<file path="src/rtl/tsic_cmd_handler_pkg.sv">
// Shared types and constants for the TSIC command responder.
package tsic_cmd_handler_pkg;

  localparam int unsigned CMD_W  = 16;
  localparam int unsigned DATA_W = 12;
  localparam int unsigned OP_W   = 4;

  typedef enum logic [OP_W-1:0] {
    OP_WR_OFFSET = 4'h0,
    OP_RD_OFFSET = 4'h1,
    OP_WR_GAIN   = 4'h2,
    OP_RD_GAIN   = 4'h3,
    OP_RD_TEMP   = 4'h4
  } opcode_e;

  typedef enum logic [1:0] {
    ST_IDLE    = 2'd0,
    ST_CONV    = 2'd1,
    ST_SEND    = 2'd2,
    ST_WAIT_TX = 2'd3
  } state_e;

  // Command word as delivered by serial_comm
  typedef struct packed {
    logic [OP_W-1:0]   opcode;
    logic [DATA_W-1:0] data;
  } cmd_t;

  localparam logic [OP_W-1:0]  RESP_OK     = 4'hA;
  localparam logic [OP_W-1:0]  RESP_ERR    = 4'hE;
  localparam logic [CMD_W-1:0] ERR_TIMEOUT = 16'hEFFF;

  // Success reply carrying 12 bits of payload
  function automatic logic [CMD_W-1:0] resp_ok(input logic [DATA_W-1:0] d);
    return {RESP_OK, d};
  endfunction

  // Illegal-opcode reply echoing the offending opcode
  function automatic logic [CMD_W-1:0] resp_err_opcode(input logic [OP_W-1:0] op);
    return {RESP_ERR, 8'h00, op};
  endfunction

endpackage

</file>
<file path="src/rtl/tsic_cmd_handler_if.sv">
// Serial-link handshake plus data_path register/conversion signals.
interface tsic_cmd_handler_if;
  import tsic_cmd_handler_pkg::*;

  logic              cmd_rdy;
  cmd_t              cmd;
  logic              clr_cmd_rdy;
  logic [CMD_W-1:0]  resp;
  logic              snd_resp;
  logic              tx_done;
  logic              conv_start;
  logic              conv_done;
  logic [DATA_W-1:0] temp;
  logic [DATA_W-1:0] offset;
  logic [DATA_W-1:0] gain;

  // serial_comm + data_path side
  modport master (
    output cmd_rdy, cmd, tx_done, conv_done, temp,
    input  clr_cmd_rdy, resp, snd_resp, conv_start, offset, gain
  );

  // Command handler side
  modport slave (
    input  cmd_rdy, cmd, tx_done, conv_done, temp,
    output clr_cmd_rdy, resp, snd_resp, conv_start, offset, gain
  );
endinterface

</file>
<file path="src/rtl/tsic_cmd_handler_conv_timer.sv">
// Conversion watchdog: clearable, saturating counter with registered timeout flag.
module tsic_cmd_handler_conv_timer #(
  parameter int unsigned CONV_TIMEOUT = 4096
) (
  input  logic clk,
  input  logic rst_n,
  input  logic clr_i,
  input  logic en_i,
  output logic timeout_o
);

  localparam int unsigned CNT_W = $clog2(CONV_TIMEOUT);
  localparam logic [CNT_W-1:0] LAST = CNT_W'(CONV_TIMEOUT - 1);

  logic [CNT_W-1:0] count_q, count_d;
  logic             timeout_q, timeout_d;

  // Next count: clear wins, otherwise count up to LAST and hold there
  always_comb begin
    count_d = count_q;
    if (clr_i) begin
      count_d = '0;
    end else if (en_i && (count_q != LAST)) begin
      count_d = count_q + CNT_W'(1);
    end
    timeout_d = (count_d == LAST);
  end

  // Counter and flag registers
  always_ff @(posedge clk or negedge rst_n) begin
    if (!rst_n) begin
      count_q   <= '0;
      timeout_q <= 1'b0;
    end else begin
      count_q   <= count_d;
      timeout_q <= timeout_d;
    end
  end

  assign timeout_o = timeout_q;

endmodule

</file>
<file path="src/rtl/tsic_cmd_handler.sv">
// TSIC responder: decodes serial commands, runs register ops or a PTAT
// conversion, and returns one response word per command.
module tsic_cmd_handler
  import tsic_cmd_handler_pkg::*;
#(
  parameter int unsigned       CONV_TIMEOUT = 4096,
  parameter logic [DATA_W-1:0] GAIN_RST     = 12'h800
) (
  input  logic               clk,
  input  logic               rst_n,
  tsic_cmd_handler_if.slave  bus
);

  state_e            state_q, state_d;
  logic [DATA_W-1:0] offset_q, offset_d;
  logic [DATA_W-1:0] gain_q, gain_d;
  logic [CMD_W-1:0]  resp_q, resp_d;
  logic              clr_q, clr_d;
  logic              snd_q, snd_d;
  logic              conv_start_q, conv_start_d;
  logic              timer_clr;
  logic              timeout;
  opcode_e           op;
  logic [DATA_W-1:0] data;

  tsic_cmd_handler_conv_timer #(
    .CONV_TIMEOUT (CONV_TIMEOUT)
  ) u_conv_timer (
    .clk       (clk),
    .rst_n     (rst_n),
    .clr_i     (timer_clr),
    .en_i      (state_q == ST_CONV),
    .timeout_o (timeout)
  );

  // Next-state, register-write and response decode
  always_comb begin
    state_d      = state_q;
    offset_d     = offset_q;
    gain_d       = gain_q;
    resp_d       = resp_q;
    clr_d        = 1'b0;
    snd_d        = 1'b0;
    conv_start_d = 1'b0;
    timer_clr    = 1'b0;
    op           = opcode_e'(bus.cmd.opcode);
    data         = bus.cmd.data;

    case (state_q)
      ST_IDLE: begin
        if (bus.cmd_rdy) begin
          clr_d   = 1'b1;
          state_d = ST_SEND;
          case (op)
            OP_WR_OFFSET: begin
              offset_d = data;
              resp_d   = resp_ok(data);
            end
            OP_RD_OFFSET: resp_d = resp_ok(offset_q);
            OP_WR_GAIN: begin
              gain_d = data;
              resp_d = resp_ok(data);
            end
            OP_RD_GAIN: resp_d = resp_ok(gain_q);
            OP_RD_TEMP: begin
              conv_start_d = 1'b1;
              timer_clr    = 1'b1;
              state_d      = ST_CONV;
            end
            default: resp_d = resp_err_opcode(bus.cmd.opcode);
          endcase
        end
      end
      ST_CONV: begin
        // A result arriving on the timeout cycle is still delivered
        if (bus.conv_done) begin
          resp_d  = resp_ok(bus.temp);
          state_d = ST_SEND;
        end else if (timeout) begin
          resp_d  = ERR_TIMEOUT;
          state_d = ST_SEND;
        end
      end
      ST_SEND: begin
        snd_d   = 1'b1;
        state_d = ST_WAIT_TX;
      end
      ST_WAIT_TX: begin
        if (bus.tx_done) state_d = ST_IDLE;
      end
      default: state_d = ST_IDLE;
    endcase
  end

  // State and registered outputs
  always_ff @(posedge clk or negedge rst_n) begin
    if (!rst_n) begin
      state_q      <= ST_IDLE;
      offset_q     <= '0;
      gain_q       <= GAIN_RST;
      resp_q       <= '0;
      clr_q        <= 1'b0;
      snd_q        <= 1'b0;
      conv_start_q <= 1'b0;
    end else begin
      state_q      <= state_d;
      offset_q     <= offset_d;
      gain_q       <= gain_d;
      resp_q       <= resp_d;
      clr_q        <= clr_d;
      snd_q        <= snd_d;
      conv_start_q <= conv_start_d;
    end
  end

  assign bus.clr_cmd_rdy = clr_q;
  assign bus.resp        = resp_q;
  assign bus.snd_resp    = snd_q;
  assign bus.conv_start  = conv_start_q;
  assign bus.offset      = offset_q;
  assign bus.gain        = gain_q;

endmodule
</file>
<file path="src/flat_wrapper.sv">
// flat-port wrapper written by rule: the top's interface ports become plain ports
module tsic_cmd_handler_flat import tsic_cmd_handler_pkg::*;
#(
  parameter int unsigned       CONV_TIMEOUT = 4096,
  parameter logic [DATA_W-1:0] GAIN_RST     = 12'h800
)
  (clk, rst_n, bus_cmd_rdy, bus_cmd, bus_tx_done, bus_conv_done, bus_temp, bus_clr_cmd_rdy, bus_resp, bus_snd_resp, bus_conv_start, bus_offset, bus_gain);
  tsic_cmd_handler_if bus_i ();
  input  logic clk;
  input  logic rst_n;
  input wire logic [$bits(bus_i.cmd_rdy)-1:0] bus_cmd_rdy;
  input wire logic [$bits(bus_i.cmd)-1:0] bus_cmd;
  input wire logic [$bits(bus_i.tx_done)-1:0] bus_tx_done;
  input wire logic [$bits(bus_i.conv_done)-1:0] bus_conv_done;
  input wire logic [$bits(bus_i.temp)-1:0] bus_temp;
  output wire logic [$bits(bus_i.clr_cmd_rdy)-1:0] bus_clr_cmd_rdy;
  output wire logic [$bits(bus_i.resp)-1:0] bus_resp;
  output wire logic [$bits(bus_i.snd_resp)-1:0] bus_snd_resp;
  output wire logic [$bits(bus_i.conv_start)-1:0] bus_conv_start;
  output wire logic [$bits(bus_i.offset)-1:0] bus_offset;
  output wire logic [$bits(bus_i.gain)-1:0] bus_gain;
  assign bus_i.cmd_rdy = bus_cmd_rdy;
  assign bus_i.cmd = bus_cmd;
  assign bus_i.tx_done = bus_tx_done;
  assign bus_i.conv_done = bus_conv_done;
  assign bus_i.temp = bus_temp;
  assign bus_clr_cmd_rdy = bus_i.clr_cmd_rdy;
  assign bus_resp = bus_i.resp;
  assign bus_snd_resp = bus_i.snd_resp;
  assign bus_conv_start = bus_i.conv_start;
  assign bus_offset = bus_i.offset;
  assign bus_gain = bus_i.gain;
  tsic_cmd_handler #(.CONV_TIMEOUT(CONV_TIMEOUT), .GAIN_RST(GAIN_RST)) u_core (.clk(clk), .rst_n(rst_n), .bus(bus_i));
endmodule
</file>
<file path="config.mk">
export PLATFORM = sky130hd
export DESIGN_NAME = tsic_cmd_handler_flat
export DESIGN_NICKNAME = d
export VERILOG_FILES = /design/src/rtl/tsic_cmd_handler_pkg.sv /design/src/rtl/tsic_cmd_handler_if.sv /design/src/rtl/tsic_cmd_handler_conv_timer.sv /design/src/rtl/tsic_cmd_handler.sv /design/src/flat_wrapper.sv
export SDC_FILE = /design/constraint.sdc
export NUM_CORES = 1
export LEC_CHECK = 0
export CAP_MARGIN = 20
export CORE_MARGIN = 3
export CORE_UTILIZATION = 40
export DETAILED_ROUTE_END_ITERATION = 10
export GPL_TIMING_DRIVEN = 1
export PLACE_DENSITY_LB_ADDON = 0.08
export SYNTH_ARGS = -nofsm -noshare
export SYNTH_HDL_FRONTEND = slang
export SYNTH_SLANG_ARGS = --single-unit
</file>
<file path="constraint.sdc">
create_clock -name clk -period 3.4 [get_ports clk]
set_input_delay 0.68 -clock clk [delete_from_list [all_inputs] [get_ports clk]]
set_output_delay 0.68 -clock clk [all_outputs]
set_load 0.02 [all_outputs]
</file>
==> results of run 1 <==
==> metal layers <==
layer	vias to the layer above	global-route usage [%]	wire [µm]
met5	-	0	0
met4	0	3.444	28
met3	2	4.000	373
met2	71	24.02	2963
met1	1132	28.32	3743
li1	1152	-	-
==> power groups by stage <==
| stage | clock, W | sequential, W | combinational, W |
|---|---|---|---|
| floorplan | 0 | 0.00145 | 0.000700 |
| global placement | 0 | 0.00127 | 0.00155 |
| detailed placement | 0 | 0.00126 | 0.00157 |
| CTS | 0.000410 | 0.00125 | 0.00158 |
| global route | 0.000436 | 0.00129 | 0.00172 |
| finish | 0.000389 | 0.00125 | 0.00157 |
==> cell families (layout without fill, tap and decap cells) <==
kind of cell / after synthesis / in the layout / synth area share (%)
fa+ha+maj: 6 / 6 / 2.641
xor+xnor: 6 / 6 / 1.849
other cells: 1 / 1 / 0.1319
simple gates: 92 / 92 / 16.99
mux: 26 / 26 / 10.21
buf+inv: 27 / 104 / 4.181
compound gates: 61 / 61 / 14.66
flops: 56 / 56 / 49.34
==> layout make-up <==
| cell class | instances | area, µm² |
|---|---|---|
| Clock buffer | 5 | 68.82 |
| Clock inverter | 3 | 28.78 |
| Fill cell | 644 | 3014 |
| Inverter | 12 | 45.04 |
| Multi-Input combinational cell | 192 | 1321 |
| Sequential cell | 56 | 1403 |
| Tap cell | 96 | 120.1 |
| Timing Repair Buffer | 84 | 830.8 |
==> registers in the layout, indices dropped and copies added (netlist names) <==
name,count
u_core.bus.resp,14
u_core.state_q,2
u_core.u_conv_timer.count_q,12
u_core.bus.gain,12
u_core.bus.snd_resp,1
u_core.bus.conv_start,1
u_core.u_conv_timer.timeout_o,1
u_core.bus.clr_cmd_rdy,1
u_core.bus.offset,12
==> through the flow <==
stage               std cells  hold slack [ns]  total power [W]
global placement          439           0.4798         0.002828
detailed placement        439           0.4850         0.002838
floorplan                 275           0.3844         0.002148
global route              448           0.3576         0.003449
finish                    448           0.3557         0.003210
CTS                       447           0.5107         0.003242
==> final timing paths <==
kind	from	to	slack, ns	cells past startpoint
max in group asynchronous	rst_n	u_core.bus.gain[11]	2.46	2
min in group clk	u_core.bus.resp[13]	u_core.bus.resp[13]	0.50	1
worst max register to register	u_core.state_q[0]	u_core.u_conv_timer.timeout_o	1.13	7
worst max-delay path	bus_cmd[13]	u_core.u_conv_timer.timeout_o	0.90	6
worst min register to register	u_core.bus.resp[13]	u_core.bus.resp[13]	0.50	1
worst min-delay path	rst_n	u_core.bus.resp[0]	0.36	1
==> synth_stat cells (2+ instances only) <==
master and n:
ha_1 6, nand2_1 11, buf_4 2, mux2_2 24, o21ai_0 11, inv_1 12
nor2_1 34, nor3b_1 2, o211ai_1 5, nor4b_2 2, xnor2_1 5, a222oi_1 8
nor3_1 7, clkbuf_1 3, a21oi_1 21, a221o_1 2, dfrtp_1 55, a31oi_1 3
nand2b_1 10, a211o_1 2, nand4_1 4, buf_2 8, and4_1 4, mux2i_1 2
nand3_1 9, and3_1 2, buf_1 2
==> results.cfg, run 1 <==
[placed_design]
gp_congestion = 0.8374
portBuffers = 74
post_dp_cell_area_um2 = 3692
dpl.hpwl_mm = 5.250
dp_slack_ns = 0.6136

[sta]
slew_headroom_pct = 42.67
setup_slack_ns = 0.9034
slew_viol_final = 0
max_freq_mhz = 400.5
rsz0062_at_grt = no
setup_viol = 0
setup-tns-final_ns = 0
min_period_over_period_pct = 73.43
skew_ns = 0.008134
hold_viol_final = 0
layout_min_cycle_time_ns = 2.497
worstMarginPinSlew_ns = 0.8578

[routing]
via_per_inst = 5.261
final_antenna_net_count = 0
drtPass1Iterations = 6
drc_errors = 0
drtIter0Drc = 121
drt-total-wl_mm = 7.109
post_drt_wl_per_cell_um = 15.87
vias = 2357

[yosys]
ys_seq_elements = 56
yosysTopAreaCellShare_pct = 48.42
async_flop_share_pct = 100.0
syn_nets = 314
syn_avg_cell_area_um2 = 10.34
syn_inst = 275
synth_ff_type = dfrtp_1
yosysUniqueCellTypes = 46
synth_largest_area_cell = dfrtp_1
ys_warn_count = 0
synth_edf_count = 0
synth.cell_area_um2 = 2843
yosys-top-cells-area = dfrtp_1, mux2_2, nor2_1, a21oi_1, a222oi_1
synth_seq_area_share_pct = 49.34

[setup_path]
crit_path_top_delay_cell = clkdlybuf4s50_1
path_class = in2reg
path_cells = clkdlybuf4s50_1, nor4b_2, and2_4, or4_1, a311oi_1, and4_1
path_delay_family = simple AND/OR/NAND/NOR gates
worstPathRequired_ns = 3.65
critPathBufInv = 1
crit_fanout = 14
critPathCaptureType = flop
arrival_ns = 2.75
critPathMaxStageDelay_ns = 0.67
worstSetupStartpointType = input pin

[worst_hold_path]
hold_path.class = in2async

[cts]
cts-resized-gates = 0
path_clk_slew_ns = 0.11
cts_hold_buf = 0
cts_setup_buffers = 0
clk_latency_ns = 0.31
cts_sinks = 56
h-tree-depth = 2
cts_made_buffers = 5
clk_path_buf_depth = 2
cts-root-buf = clkbuf_8
cts_tree = done

[floorplan]
io-pin-count = 76
core_area_um2 = 6832
rows = 30
start_util_pct = 41.61
die-height_um = 90.30
die_w_um = 90.30
die_area_um2 = 8154

[global_route]
gr-total-overflow = 0
grt_pass1_wl_mm = 11.69
track_usage_pct = 17.62
antenna_found_initial = 0
grt_pass1_vias = 2207
grt_max_degree = 45

[power_and_ir_drop]
ir_worst_vdd_v = 0.0003258
p_sw_share_pct = 41.12
p_per_area_nw_per_um2 = 841.0
p_comb_share_pct = 48.9
intPower_w = 0.001890
leakagePower_nw = 1.590
p_sw_w = 0.001320
pwr-share-clk_pct = 12.1
p_seq_share_pct = 39.0

[cells_and_area]
nets = 390
drive_gt1_share_pct = 14.20
finalInstanceArea_um2 = 3817
final_cell_mix = clkdlybuf4s50_1, dfrtp_1, nor2_1
area_growth_pct = 34.29
final_common_cell = clkdlybuf4s50_1
fin_util_pct = 55.88
diodes = 0

[run_status]
status = complete, no violations

[run]
max_cap_viol_count = 0
Note: power is estimated with default switching activity, not from simulation.
==> run 2: changes to the inputs <==
Clock period 3.4 ns to 2.3 ns, I/O delays scaled along.
==> run 2 against run 1 <==
Against the previous run: worst setup slack lost 0.75 ns; via count shrank 0.34%; critical path depth grew 1; non-clock buffer count grew 6; sequential share of layout area shrank 0.58 points; hold slack lost 0.25 ns; global-route usage grew 0.72 points; wire length grew 2.6%; sequential power grew 49%; combinational power grew 52%.
==> results.cfg, run 2 (synthesis results as in run 1) <==
[run_status]
status = complete, no violations

[sta]
slew_viol_final = 0
worst_hold_slack_ns = 0.1093
min_period_over_period_pct = 93.24
skew_ns = 0.008807
setup_slack_ns = 0.1555
worstMarginPinSlew_ns = 0.6379
max_freq_mhz = 466.3
rsz0062_at_grt = no
slew_headroom_pct = 57.29
hold_viol_final = 0
layout_min_cycle_time_ns = 2.144
setup_viol = 0

[cells_and_area]
final_common_cell = clkdlybuf4s50_1
final_cell_mix = clkdlybuf4s50_1, dfrtp_1, nor2_1
area_growth_pct = 36.44
largest_reg_flops = 14
diodes = 0
ff_latch_area_um2 = 1403
nets = 396
drive_gt1_share_pct = 15.92
nFillCells = 619
multi_input_comb_area_um2 = 1333

[global_route]
track_usage_pct = 18.34
antenna_found_initial = 0
grt_max_degree = 57
grt_pass1_wl_mm = 12.08
grt_pass1_vias = 2237
gr-total-overflow = 0

[floorplan]
die-height_um = 90.30
die_area_um2 = 8154
start_util_pct = 41.61
io-pin-count = 76
rows = 30
die_w_um = 90.30
core_area_um2 = 6832

[setup_path]
crit_path_top_delay_cell = or4_1
critPathCaptureType = flop
path_class = reg2reg
cp.depth = 7
arrival_ns = 2.40
path_delay_family = simple AND/OR/NAND/NOR gates
reg2reg_to = u_core.u_conv_timer.timeout_o
r2r_slack_ns = 0.16
crit_fanout = 4
critPathBufInv = 1
r2r_cells = 7
crit_path_end = u_core.u_conv_timer.timeout_o
path_cells = inv_1, ha_1, and2_1, and2_4, or4_1, a311oi_1, and4_1
worstSetupStartpointType = flop
r2r-start = u_core.state_q[0]
critPathMaxStageDelay_ns = 0.51
cp-startpoint = u_core.state_q[0]
worstPathRequired_ns = 2.56

[power_and_ir_drop]
pwr-share-clk_pct = 12.3
p_sw_share_pct = 41.30
ir_worst_vdd_v = 0.0005639
p_per_area_nw_per_um2 = 1246
p_sw_w = 0.001996
p_comb_share_pct = 49.2
intPower_w = 0.002837
p_seq_share_pct = 38.5
leakagePower_nw = 1.625
power_w = 0.004833

[routing]
final_antenna_net_count = 0
vias = 2349
via_per_inst = 5.174
drc_errors = 0
drtIter0Drc = 190
post_drt_wl_per_cell_um = 16.06
drt-total-wl_mm = 7.292
drtPass1Iterations = 8

[placed_design]
dpl.hpwl_mm = 5.384
gp_congestion = 0.8225
portBuffers = 74
dp_slack_ns = -0.2459

[cts]
cts_made_buffers = 5
h-tree-depth = 2
cts_tree = done
clk_path_buf_depth = 2
clk_latency_ns = 0.32
cts-root-buf = clkbuf_8
cts_sinks = 56
cts_hold_buf = 0
path_clk_slew_ns = 0.11

[run]
max_cap_viol_count = 0

[worst_hold_path]
hold_path.class = in2async
==> run 2: cell types whose count changed in the layout (fill, tap and decap cells not counted), sizes merged <==
cell / delta
buf: +6
==> run 2: area by class of cell <==
class,count,area share [%]
flip-flops and latches,56,36.16
multi-input cells,192,34.35
repair buffers,90,22.71
well taps,96,3.097
clock buffers,5,1.774
inverters,12,1.161
clock inverters,3,0.7419
==> run 2: power groups by stage <==
stage | logic (W) | registers (W) | clock network, W
final | 0.00238 | 0.00186 | 0.000595
after global routing | 0.00261 | 0.00194 | 0.000660
after CTS | 0.00240 | 0.00185 | 0.000614
after detailed placement | 0.00239 | 0.00187 | 0
after global placement | 0.00235 | 0.00189 | 0
after floorplan | 0.00103 | 0.00214 | 0
==> run 2: stage by stage <==
| stage | setup TNS, ns | util [%] | instances | instance area [µm²] |
|---|---|---|---|---|
| 6_report | 0 | 56.78 | 454 | 3879 |
| 3_5_place_dp | -1.910 | 55.18 | 446 | 3770 |
| 2_1_floorplan | 0 | - | 275 | 2843 |
| 4_1_cts | 0 | 56.61 | 454 | 3867 |
| 3_3_place_gp | -1.122 | 55.18 | 446 | 3770 |
| 5_1_grt | 0 | 56.78 | 454 | 3879 |
==> run 2: worst min path at each step <==
stage / slack [ns] / to / from
global route: 0.13 / u_core.state_q[0] / rst_n
finish: 0.11 / u_core.bus.snd_resp / rst_n
floorplan: 0.16 / u_core.bus.clr_cmd_rdy / rst_n
detailed placement: 0.49 / u_core.state_q[0] / rst_n
global placement: 0.48 / u_core.bus.snd_resp / rst_n
CTS: 0.13 / u_core.bus.gain[0] / rst_n
==> run 2: what timing repair did <==
item,CTS,global route
resized for setup,0,2
setup endpoints to repair,0,5
setup buffers,0,0
==> run 2: metal layers <==
metal	part of all wire, %	global-route usage, %	vias to the layer above
li1	-	-	1161
met1	52	29.76	1101
met2	41	24.33	78
met3	5.9	3.583	9
met4	1.5	5.102	0
met5	0	0	-
